<file path="src/rtl/fifo_wr_arbiter.sv">
// Round-robin arbiter sharing one async-FIFO write port between NumReq requesters.
// Optional burst stall timeout enabled by defining FIFO_ARB_TIMEOUT_EN.
module fifo_wr_arbiter #(
  parameter int NumReq        = 4,
  parameter int DataWidth     = 8,
  parameter int BurstLen      = 4
`ifdef FIFO_ARB_TIMEOUT_EN
  , parameter int TimeoutCycles = 16
`endif
) (
  input  logic                          clk_i,
  input  logic                          nrst_i,
  input  logic [NumReq-1:0]             req_i,
  input  logic [NumReq*DataWidth-1:0]   data_i,
  input  logic                          full_i,
  output logic [NumReq-1:0]             gnt_o,
  output logic                          wr_inc_o,
  output logic [DataWidth-1:0]          wr_data_o,
  output logic                          busy_o
`ifdef FIFO_ARB_TIMEOUT_EN
  , output logic                        timeout_o
`endif
);

  localparam int OwnW = (NumReq > 1) ? $clog2(NumReq) : 1;
  localparam int CntW = $clog2(BurstLen) + 1;

  typedef enum logic {IDLE = 1'b0, BURST = 1'b1} state_e;

  state_e              state_q, state_d;
  logic [OwnW-1:0]     owner_q, owner_d;
  logic [OwnW-1:0]     last_owner_q, last_owner_d;
  logic [CntW-1:0]     burst_cnt_q, burst_cnt_d;
  logic [NumReq-1:0]   gnt_q, gnt_d;

  logic [OwnW-1:0]     pick;
  logic [OwnW-1:0]     idx;
  logic                pick_vld;
  logic                owner_req;
  logic                xfer;
  logic                burst_done;
  logic                end_burst;

`ifdef FIFO_ARB_TIMEOUT_EN
  localparam int StallW = $clog2(TimeoutCycles) + 1;
  logic [StallW-1:0]   stall_cnt_q, stall_cnt_d;
  logic                timeout_q, timeout_d;
  logic                stall;
  logic                timeout_hit;
`endif

  // Search starts one past the previous owner so a just-released owner yields.
  always_comb begin : rr_pick
    pick     = last_owner_q;
    pick_vld = 1'b0;
    idx      = '0;
    for (int i = 1; i <= NumReq; i++) begin
      idx = OwnW'((int'(last_owner_q) + i) % NumReq);
      if (!pick_vld && req_i[idx]) begin
        pick     = idx;
        pick_vld = 1'b1;
      end
    end
  end

  assign owner_req  = req_i[owner_q];
  assign xfer       = (state_q == BURST) && owner_req && !full_i;
  assign burst_done = xfer && (burst_cnt_q == CntW'(BurstLen - 1));

`ifdef FIFO_ARB_TIMEOUT_EN
  assign stall       = (state_q == BURST) && owner_req && full_i;
  assign timeout_hit = stall && (stall_cnt_q == StallW'(TimeoutCycles - 1));
  assign end_burst   = !owner_req || burst_done || timeout_hit;
`else
  assign end_burst   = !owner_req || burst_done;
`endif

  always_comb begin : fsm_next
    state_d      = state_q;
    owner_d      = owner_q;
    last_owner_d = last_owner_q;
    burst_cnt_d  = burst_cnt_q;
    gnt_d        = gnt_q;
`ifdef FIFO_ARB_TIMEOUT_EN
    stall_cnt_d  = stall_cnt_q;
    timeout_d    = 1'b0;
`endif
    case (state_q)
      IDLE: begin
        gnt_d       = '0;
        burst_cnt_d = '0;
        if (pick_vld) begin
          state_d = BURST;
          owner_d = pick;
          gnt_d   = NumReq'(1) << pick;
`ifdef FIFO_ARB_TIMEOUT_EN
          stall_cnt_d = '0;
`endif
        end
      end
      BURST: begin
        if (end_burst) begin
          state_d      = IDLE;
          gnt_d        = '0;
          last_owner_d = owner_q;
          burst_cnt_d  = '0;
`ifdef FIFO_ARB_TIMEOUT_EN
          stall_cnt_d  = '0;
          timeout_d    = timeout_hit;
`endif
        end else if (xfer) begin
          burst_cnt_d = burst_cnt_q + CntW'(1);
`ifdef FIFO_ARB_TIMEOUT_EN
          stall_cnt_d = '0;
        end else if (stall) begin
          stall_cnt_d = stall_cnt_q + StallW'(1);
`endif
        end
      end
      default: begin
        state_d = IDLE;
        gnt_d   = '0;
      end
    endcase
  end

  always_ff @(posedge clk_i or negedge nrst_i) begin
    if (!nrst_i) begin
      state_q      <= IDLE;
      owner_q      <= '0;
      last_owner_q <= OwnW'(NumReq - 1);
      burst_cnt_q  <= '0;
      gnt_q        <= '0;
`ifdef FIFO_ARB_TIMEOUT_EN
      stall_cnt_q  <= '0;
      timeout_q    <= 1'b0;
`endif
    end else begin
      state_q      <= state_d;
      owner_q      <= owner_d;
      last_owner_q <= last_owner_d;
      burst_cnt_q  <= burst_cnt_d;
      gnt_q        <= gnt_d;
`ifdef FIFO_ARB_TIMEOUT_EN
      stall_cnt_q  <= stall_cnt_d;
      timeout_q    <= timeout_d;
`endif
    end
  end

  // Data path is combinational from the registered owner and gated by state.
  assign gnt_o     = gnt_q;
  assign busy_o    = (state_q == BURST);
  assign wr_inc_o  = xfer;
  assign wr_data_o = (state_q == BURST) ? data_i[int'(owner_q)*DataWidth +: DataWidth]
                                        : '0;
`ifdef FIFO_ARB_TIMEOUT_EN
  assign timeout_o = timeout_q;
`endif

endmodule

</file>
<file path="config.mk">
export PLATFORM = sky130hd
export DESIGN_NAME = fifo_wr_arbiter
export DESIGN_NICKNAME = d
export VERILOG_FILES = /design/src/rtl/fifo_wr_arbiter.sv
export SDC_FILE = /design/constraint.sdc
export NUM_CORES = 1
export LEC_CHECK = 0
export BUFFER_PORTS_ARGS = -buffer_cell sky130_fd_sc_hd__buf_2
export CAP_MARGIN = 5
export CORE_ASPECT_RATIO = 1.4
export CORE_MARGIN = 3
export CORE_UTILIZATION = 45
export DETAILED_ROUTE_END_ITERATION = 6
export PLACE_DENSITY = 0.83
export REMOVE_ABC_BUFFERS = 1
export SLEW_MARGIN = 15
export SYNTH_ARGS = -nofsm -noshare
export SYNTH_HDL_FRONTEND = slang
export SYNTH_SLANG_ARGS = --single-unit
</file>
<file path="constraint.sdc">
create_clock -name clk_i -period 3.3 [get_ports clk_i]
set_input_delay 0.33 -clock clk_i [delete_from_list [all_inputs] [get_ports clk_i]]
set_output_delay 0.33 -clock clk_i [all_outputs]
set_load 0.02 [all_outputs]
</file>
* After elaboration in Yosys (flattened, before gate mapping) *
Cells that the tools add are included.

storage, ports and cells
  flip-flop bits (word level) = 12
  latch bits = 0
  bits in writable memories = 0
  memory bits (read-only) = 0
  bits of input ports = 39
  output and inout bits = 14
  logic and storage cells = 63
  memories kept = 0

operators by class
  $add $sub $neg = 5
  multiply operators = 0
  div/mod/pow operators = 0
  order comparisons = 5
  equality and inequality tests = 3
  shifts and indexed selects = 2
  multiplexer cells = 28
  bitwise operators = 1
  reductions and logical operators = 14

operators with widths
  cell                                                                     number
  32-bit by 6-bit indexed part select with 8-bit output                    1
  2-bit by 3-bit < comparator with 1-bit output, second input constant     5
  1-bit two-way mux                                                        11
  1-bit binary-select mux with 2-bit select                                5
  2-bit two-way mux                                                        4
  4-bit two-way mux                                                        2
  8-bit two-way mux                                                        1
  4-bit case mux with 2 select lines                                       1
  1-bit logical AND                                                        6
  3-bit two-way mux                                                        2
  3-bit case mux with 2 select lines                                       1
  1-bit zero test                                                          5
  2-bit by 1-bit adder with 2-bit output, second input constant            2
  2-bit adder, second input constant                                       2
  2-bit AND reduction                                                      2
  1-bit by 2-bit << shifter with 4-bit output, first input constant        1
  3-bit by 1-bit adder with 3-bit output, second input constant            1
  3-bit by 2-bit == test with 1-bit output, second input constant          1
  3-bit by 1-bit inequality test with 1-bit output, second input constant  1
  2-bit by 1-bit inequality test with 1-bit output, second input constant  1
  1-bit case mux with 2 select lines                                       1
  1-bit logical OR                                                         1
  1-bit inverter                                                           1

* Logic depth before layout (Yosys ltp) *
Gate-level depths: netlist of run 1.

  word-level depth = 16
  gate-level depth with buffers = 6
  mapped depth without buffers = 6

* Least setup slack after synthesis of run 1 *
OpenSTA, ideal clock, no wires.

  path kind = reg2out
  start point = register owner_q[0]
  end point = output wr_data_o[0]
  arrival = 1324 ps
  data required time = 2970 ps
  slack = 1646 ps
  cell stages (with the launch flop) = 4
  buffers on the path = 1
  cells stage by stage = dfrtp_1 > buf_2 > mux4_2 > and2_1

between the ends
  longest elaborated chain between the ends = 2

ends and longest elaborated chain
  what                                                   RTL line  RTL
  start, declared                                        31        logic [OwnW-1:0] owner_q, owner_d;
  start signal, assigned                                 140       owner_q <= owner_d;
  32-bit by 6-bit indexed part select with 8-bit output  155       assign wr_data_o = (state_q == BURST) ? data_i[int'(owner_q)*DataWidth +: DataWidth]
  8-bit two-way mux                                      155
  end, declared                                          18        output logic [DataWidth-1:0] wr_data_o,

Every way passes these cells.

* Worst setup path in the final report of run 1 *
  start point = register owner_q[0]
  end point = output wr_data_o[1]

Same word-level chain as after synthesis.

==> qor.csv, run 1 <==
metric;value;unit
status;complete, no violations;
clock tree sinks;12;
number of flops mapped to enable cells by yosys;0;
post-CTS setup buffers;0;
P_leak;0.572;nW
Pwr per Cell Area;825;mW/mm^2
Overflow after GRT;0;
minimum clock period;2180;ps
CP Cell Sequence;mux4_2, and2_1, buf_2;
yosys warns;0;
Largest delay share family, worst path;flip-flops;
worst skew pair latency;270;ps
vias in the first global route;873;
Syn Inst Count;81;
final core occ;0.655;
GPL Wtd Cong;0.739;
Peak VDD IR;0.503;mV
ys async rst share;1.00;
Final Non-Filler Cells;154;
Worst Hold Class;in2reg;
clk slew on worst S/H paths;70;ps
Rows;18;
slew margin rel.;0.628;
max-slew violations;0;
DRC violations left;0;
FF+latch count, synth;12;
met3 wire len;215;um
Hold-fix buffers, CTS;1;
Fin Clk Skew;2.63;ps
critical path's largest stage delay;700;ps
Avg WL per Cell;13.5;um
Final HPWL DP;1720;um
max-cap viol count;0;
total CTS buffers;3;
met2 wire len;1190;um
number of H-tree levels;1;
Starting Density;0.484;
synth unique cells;28;
fmax;459;MHz
fin crit share;0.661;
post-placement cell count;149;
worst r2r path cells;3;
Worst Hold End;burst_cnt_q[2];
design area;0.00117;sq mm
CP Class;reg2out;
DR top layer;met4;
hold slack;410;ps
Nets;176;
fraction of layout cells with a size suffix above 1;0.515;
Vias;859;
Setup violations, final;0;
Initial DRC Count;18;
# diodes;0;
Hold Violations, Final;0;
reg2reg setup slack;1450;ps
largest area contributor in the netlist;dfrtp_1;
register area share after synthesis;0.352;
CP Capture Type;primary output;
TNS Setup;0;ps
Pre-antenna DRT Iters;4;
synthesized area per cell;10.6;sq um
clock root buffer;clkbuf_4;
Buf/Inv on CP;1;
die width;43.0;um
WHS Path Cells;3;
R2R Path Start;owner_q[1];
CTS tree;done;
Netlist Area Pre-Place;861;sq um
largest net degree at the start of global routing;15;
Arr. time, crit path;1850;ps
vias per inst;5.58;
first-pass GRT wire length;3510;um
Synth Flop Type;dfrtp_1;
Core Footprint;0.00178;sq mm
number of port buffers;52;
M1 WL;647;um
Antenna Violating Nets Remaining;0;
Area Growth Syn to Fin;35.5;%
antenna violations before repair;0;
Placed Area;0.00113;sq mm
r2r endpoint;last_owner_q[0];
top cells by area, synth;dfrtp_1, mux4_2, dfstp_2;
Critical Path Fanout Max;11;
Worst Min Path Start;full_i;
Resized cells post-CTS;0;
Total Routed Length;2080;um
startpoint class of the critical path;register;
Crit path depth;3;
CP max-delay cell;dfrtp_1;
slew at the pin closest to its max-slew limit;559;ps
I/O pins;53;
CP required;2970;ps
deepest clock path buffer count;2;
Die Area;0.00248;sq mm
Die H;57.8;um
unrepaired setup endpoints after global routing;false;
share of the synthesized area in the top cell type;0.291;
GRT Util Overall;0.184;
[through the flow]
step / total power [mW] / setup slack, ps
after floorplan: 0.704 / 1580
after global placement: 0.858 / 1420
after detailed placement: 0.879 / 1360
after CTS: 0.977 / 1070
after global routing: 1.04 / 984
final: 0.962 / 1120
[how the worst max path moves through the flow]
stage / end / from / slack [ps]
floorplan: wr_data_o[0] / owner_q[0] / 1580
global placement: wr_data_o[7] / owner_q[0] / 1420
detailed placement: wr_data_o[1] / owner_q[0] / 1360
CTS: wr_data_o[1] / owner_q[0] / 1070
global route: wr_data_o[1] / owner_q[0] / 980
finish: wr_data_o[1] / owner_q[0] / 1120
[Yosys cell counts (2+ instances only)]
cell type / n
a21oi_1: 4
a32o_1: 2
and2_1: 8
clkbuf_1: 2
dfrtp_1: 10
dfstp_2: 2
ha_1: 2
inv_1: 3
mux4_2: 9
nand2_1: 5
nand2b_1: 4
nor2_1: 8
nor3_1: 2
o21ai_0: 5
o21ai_1: 2
[cell type report]
| class | count | area, sq um |
|---|---|---|
| clock buffer | 4 | 26.3 |
| fill | 155 | 613 |
| inverter | 3 | 11.3 |
| multi-input combinational | 62 | 531 |
| sequential | 12 | 303 |
| tap | 20 | 25.0 |
| timing repair buffer | 53 | 270 |
[power by group]
part           switching, mW  internal (mW)
sequential             0.100          0.214
combinational          0.277          0.279
clock                 0.0440         0.0468
total                  0.422          0.541
[worst register-to-register path, stage by stage (launching register included)]
cell      delay [ps]
dfrtp_1          610
mux4_2           610
a21boi_2         220
mux2_1           340
[logic make-up after synthesis]
family | after synthesis | synth area share
simple gates | 31 | 0.190
fa+ha+maj | 2 | 0.0291
mux | 10 | 0.249
flops | 12 | 0.352
buf+inv | 7 | 0.0320
compound gates | 19 | 0.148
[registers in the layout, indices dropped and copies added, names as in the netlist]
name	cells
gnt_o	4
owner_q	2
burst_cnt_q	3
last_owner_q	2
busy_o	1
[metal layers]
layer  up-vias  GRT usage
met5         -          0
met4         0     0.0776
met3         4     0.0466
met2        41      0.361
met1       401      0.174
li1        413          -
[cell usage in the layout (no fill, tap or decap), types with 2 or more instances in the layout]
| cell type | instances |
|---|---|
| buf_2 | 52 |
| dfrtp_1 | 10 |
| mux4_2 | 9 |
| and2_1 | 8 |
| nor2_1 | 8 |
| nand2_1 | 5 |
| o21ai_0 | 5 |
| nand2b_1 | 4 |
| a21oi_1 | 4 |
| inv_1 | 3 |
| clkbuf_4 | 3 |
| o21ai_1 | 2 |
| a32o_1 | 2 |
| nor3_1 | 2 |
| ha_1 | 2 |
| dfstp_2 | 2 |
Power figures use the tool's default switching activity.
==> inputs of run 2 (changes only) <==
--- a/config.mk
+++ b/config.mk
@@ -5,13 +5,14 @@
 export SDC_FILE = /design/constraint.sdc
 export NUM_CORES = 1
 export LEC_CHECK = 0
+export ABC_AREA = 1
 export BUFFER_PORTS_ARGS = -buffer_cell sky130_fd_sc_hd__buf_2
 export CAP_MARGIN = 5
 export CORE_ASPECT_RATIO = 1.4
 export CORE_MARGIN = 3
-export CORE_UTILIZATION = 45
+export CORE_UTILIZATION = 43
 export DETAILED_ROUTE_END_ITERATION = 6
-export PLACE_DENSITY = 0.83
+export PLACE_DENSITY = 0.76
 export REMOVE_ABC_BUFFERS = 1
 export SLEW_MARGIN = 15
 export SYNTH_ARGS = -nofsm -noshare
==> constraint.sdc (replaced) <==
create_clock -name clk_i -period 1.98 [get_ports clk_i]
set_input_delay 0.198 -clock clk_i [delete_from_list [all_inputs] [get_ports clk_i]]
set_output_delay 0.198 -clock clk_i [all_outputs]
set_load 0.02 [all_outputs]
==> run 2 against run 1 <==
Against the previous run: worst setup slack worse by 910 ps; via count is 62% higher; flip-flop and latch count unchanged; critical path depth rose by 3; critical path type unchanged; critical endpoint is now wr_inc_o.
==> qor.csv, run 2 <==
metric;value;unit;change
Internal Power;1.10;mW;+100%
register area share after synthesis;0.245;;-0.107
dpl ws;265;ps;-1100 ps
die width;51.3;um;+19%
Worst Hold Class;in2reg;;
largest area contributor in the netlist;dfrtp_1;;
ys async rst share;1.00;;unchanged
Net Sw Frac;0.574;;+0.136
Nets;291;;+65%
Arr. time, crit path;1570;ps;-280 ps
slew margin rel.;0.701;;+0.0738
Starting Density;0.463;;-0.0213
share of the synthesized area in the top cell type;0.203;;-0.0881
Vias;1389;;+62%
Antenna Violating Nets Remaining;0;;unchanged
Die H;69.4;um;+20%
minimum clock period;1770;ps;
I/O pins;53;;unchanged
Area Growth Syn to Fin;25.8;%;
final core occ;0.582;;-0.0734
synth unique cells;27;;-3.6%
number of port buffers;52;;unchanged
unrepaired setup endpoints after global routing;false;;
switching power;1.48;mW;+250%
Setup violations, final;0;;unchanged
Hold Violations, Final;0;;unchanged
status;complete, no violations;;
Sequential Power Share;0.189;;-0.138
deepest clock path buffer count;2;;unchanged
Core Footprint;0.00267;sq mm;+50%
max-cap viol count;0;;unchanged
most frequent cells in the layout;buf_2, nand2_1, nor2_1;;
P_leak;0.837;nW;+46%
GPL Wtd Cong;0.852;;+15%
GRT Util Overall;0.187;;+0.00308
Avg WL per Cell;10.5;um;-22%
clk slew on worst S/H paths;80;ps;about the same
Netlist Area Pre-Place;0.00123;sq mm;+43%
CP required;1780;ps;-1190 ps
register cell area after layout;304;sq um;+0.41%
post-CTS setup buffers;0;;unchanged
fin crit share;0.894;;
Pre-antenna DRT Iters;4;;unchanged
final worst slack;211;ps;-909 ps
# diodes;0;;unchanged
largest net degree at the start of global routing;18;;+3
commonest non-fill, non-tap cell in the layout;buf_2;;
number of flops mapped to enable cells by yosys;0;;unchanged
CP Capture Type;primary output;;
TNS Setup;0;ps;unchanged
clock root buffer;clkbuf_4;;
filler instances;289;;+86%
Rows;22;;+4
vias in the first global route;1385;;+59%
Fin Clk Skew;1.81;ps;-0.817 ps
top cells by count, synth;nand2_1, nor2_1, o21ai_0, nand2_2, nand3_1;;
CP Class;reg2out;;
number of H-tree levels;1;;unchanged
fmax;565;MHz;
top cells by area, synth;dfrtp_1, nand2_1, nor2_1;;
antenna violations before repair;0;;unchanged
synthesized area per cell;6.30;sq um;-41%
Pwr per Cell Area;1660;mW/mm^2;+100%
slew at the pin closest to its max-slew limit;447;ps;-111 ps
Critical Path Fanout Max;10;;-1
Comb power frac;0.746;;+0.167
Die Area;0.00356;sq mm;+43%
clock tree sinks;12;;unchanged
Syn Inst Count;196;;+140%
yosys warns;0;;unchanged
clock power share;0.065;;-0.029
max FFs per register;4;;unchanged
startpoint class of the critical path;register;;
CTS tree;done;;
Final HPWL DP;2510;um;+46%
max-slew violations;0;;unchanged
worst skew pair latency;280;ps;about the same
area of the multi-input gates;823;sq um;+55%
Total Routed Length;3000;um;+44%
Synth Flop Type;dfrtp_1;;
FF+latch count, synth;12;;unchanged
first-pass GRT wire length;5420;um;+55%
total CTS buffers;3;;unchanged
fraction of layout cells with a size suffix above 1;0.382;;-0.133
DRC violations left;0;;unchanged
most common cell in the netlist;nand2_1;;
Overflow after GRT;0;;unchanged
Initial DRC Count;18;;unchanged
vias per inst;4.87;;-13%
Peak VDD IR;0.877;mV;+74%
## run 2: changes by cell type after synthesis, moves of 9 or more
cell     change
mux4_2       -9
nand3_1     +11
nand2_2     +13
nand2_1     +45
nor2_1      +27
o21ai_0     +20
## run 2: final timing paths
kind | startpoint | end | slack (ps) | cells after the start
max | owner_q[1] | wr_inc_o | 210 | 6
min | full_i | burst_cnt_q[1] | 270 | 4
max reg2reg | last_owner_q[0] | gnt_o[2] | 260 | 11
min reg2reg | gnt_o[2] | gnt_o[2] | 480 | 2
max in group asynchronous | nrst_i | last_owner_q[0] | 1400 | 2
min in group asynchronous | nrst_i | owner_q[1] | 310 | 2
## run 2: metal layers
metal,vias to the layer above,global-route usage,share of wire
met5,-,0,0
met4,0,0.0671,0.0090
met3,3,0.0108,0.045
met2,38,0.350,0.54
met1,618,0.215,0.41
li1,730,-,-
## run 2: timing repair
item | CTS | global route
endpoints found under the setup margin | 0 | 9
hold endpoints to repair | 10 | 0
hold buffers | 1 | 0
gates resized for setup | 0 | 2
## run 2: power by group through the flow
stage          logic [mW]  registers [mW]  clock network [mW]
2_1_floorplan        1.40           0.527                   0
3_3_place_gp         1.92           0.483                   0
3_5_place_dp         1.93           0.488                   0
4_1_cts              1.94           0.482               0.171
5_1_grt              2.18           0.506               0.181
6_report             1.93           0.489               0.168
## run 2: area by class of cell
cell class	count	area share
repair buffers	56	0.188
inverters	15	0.0403
flip-flops and latches	12	0.196
clock buffers	4	0.0169
multi-input cells	162	0.530
well taps	36	0.0290
## run 2: kinds of logic after synthesis
kind of cell	Yosys count	synth area share
buf+inv	22	0.0881
compound gates	37	0.161
flops	12	0.245
fa+ha+maj	2	0.0203
simple gates	123	0.485
## run 2: per-stage QoR
stage	cell area (sq um)	std cells	power, mW	hold WS (ps)
after global routing	1550	285	2.87	309
after floorplan	1180	189	1.93	-97.6
after detailed placement	1510	280	2.42	88.7
after CTS	1550	285	2.59	262
after global placement	1510	280	2.40	86.0
final	1550	285	2.58	273
## run 2: critical path: stages (launching register included)
cell	delay [ps]
dfrtp_2	480
clkinvlp_4	190
nand2_1	80
o21ai_2	90
nand2_1	70
nor2_1	170
buf_2	200
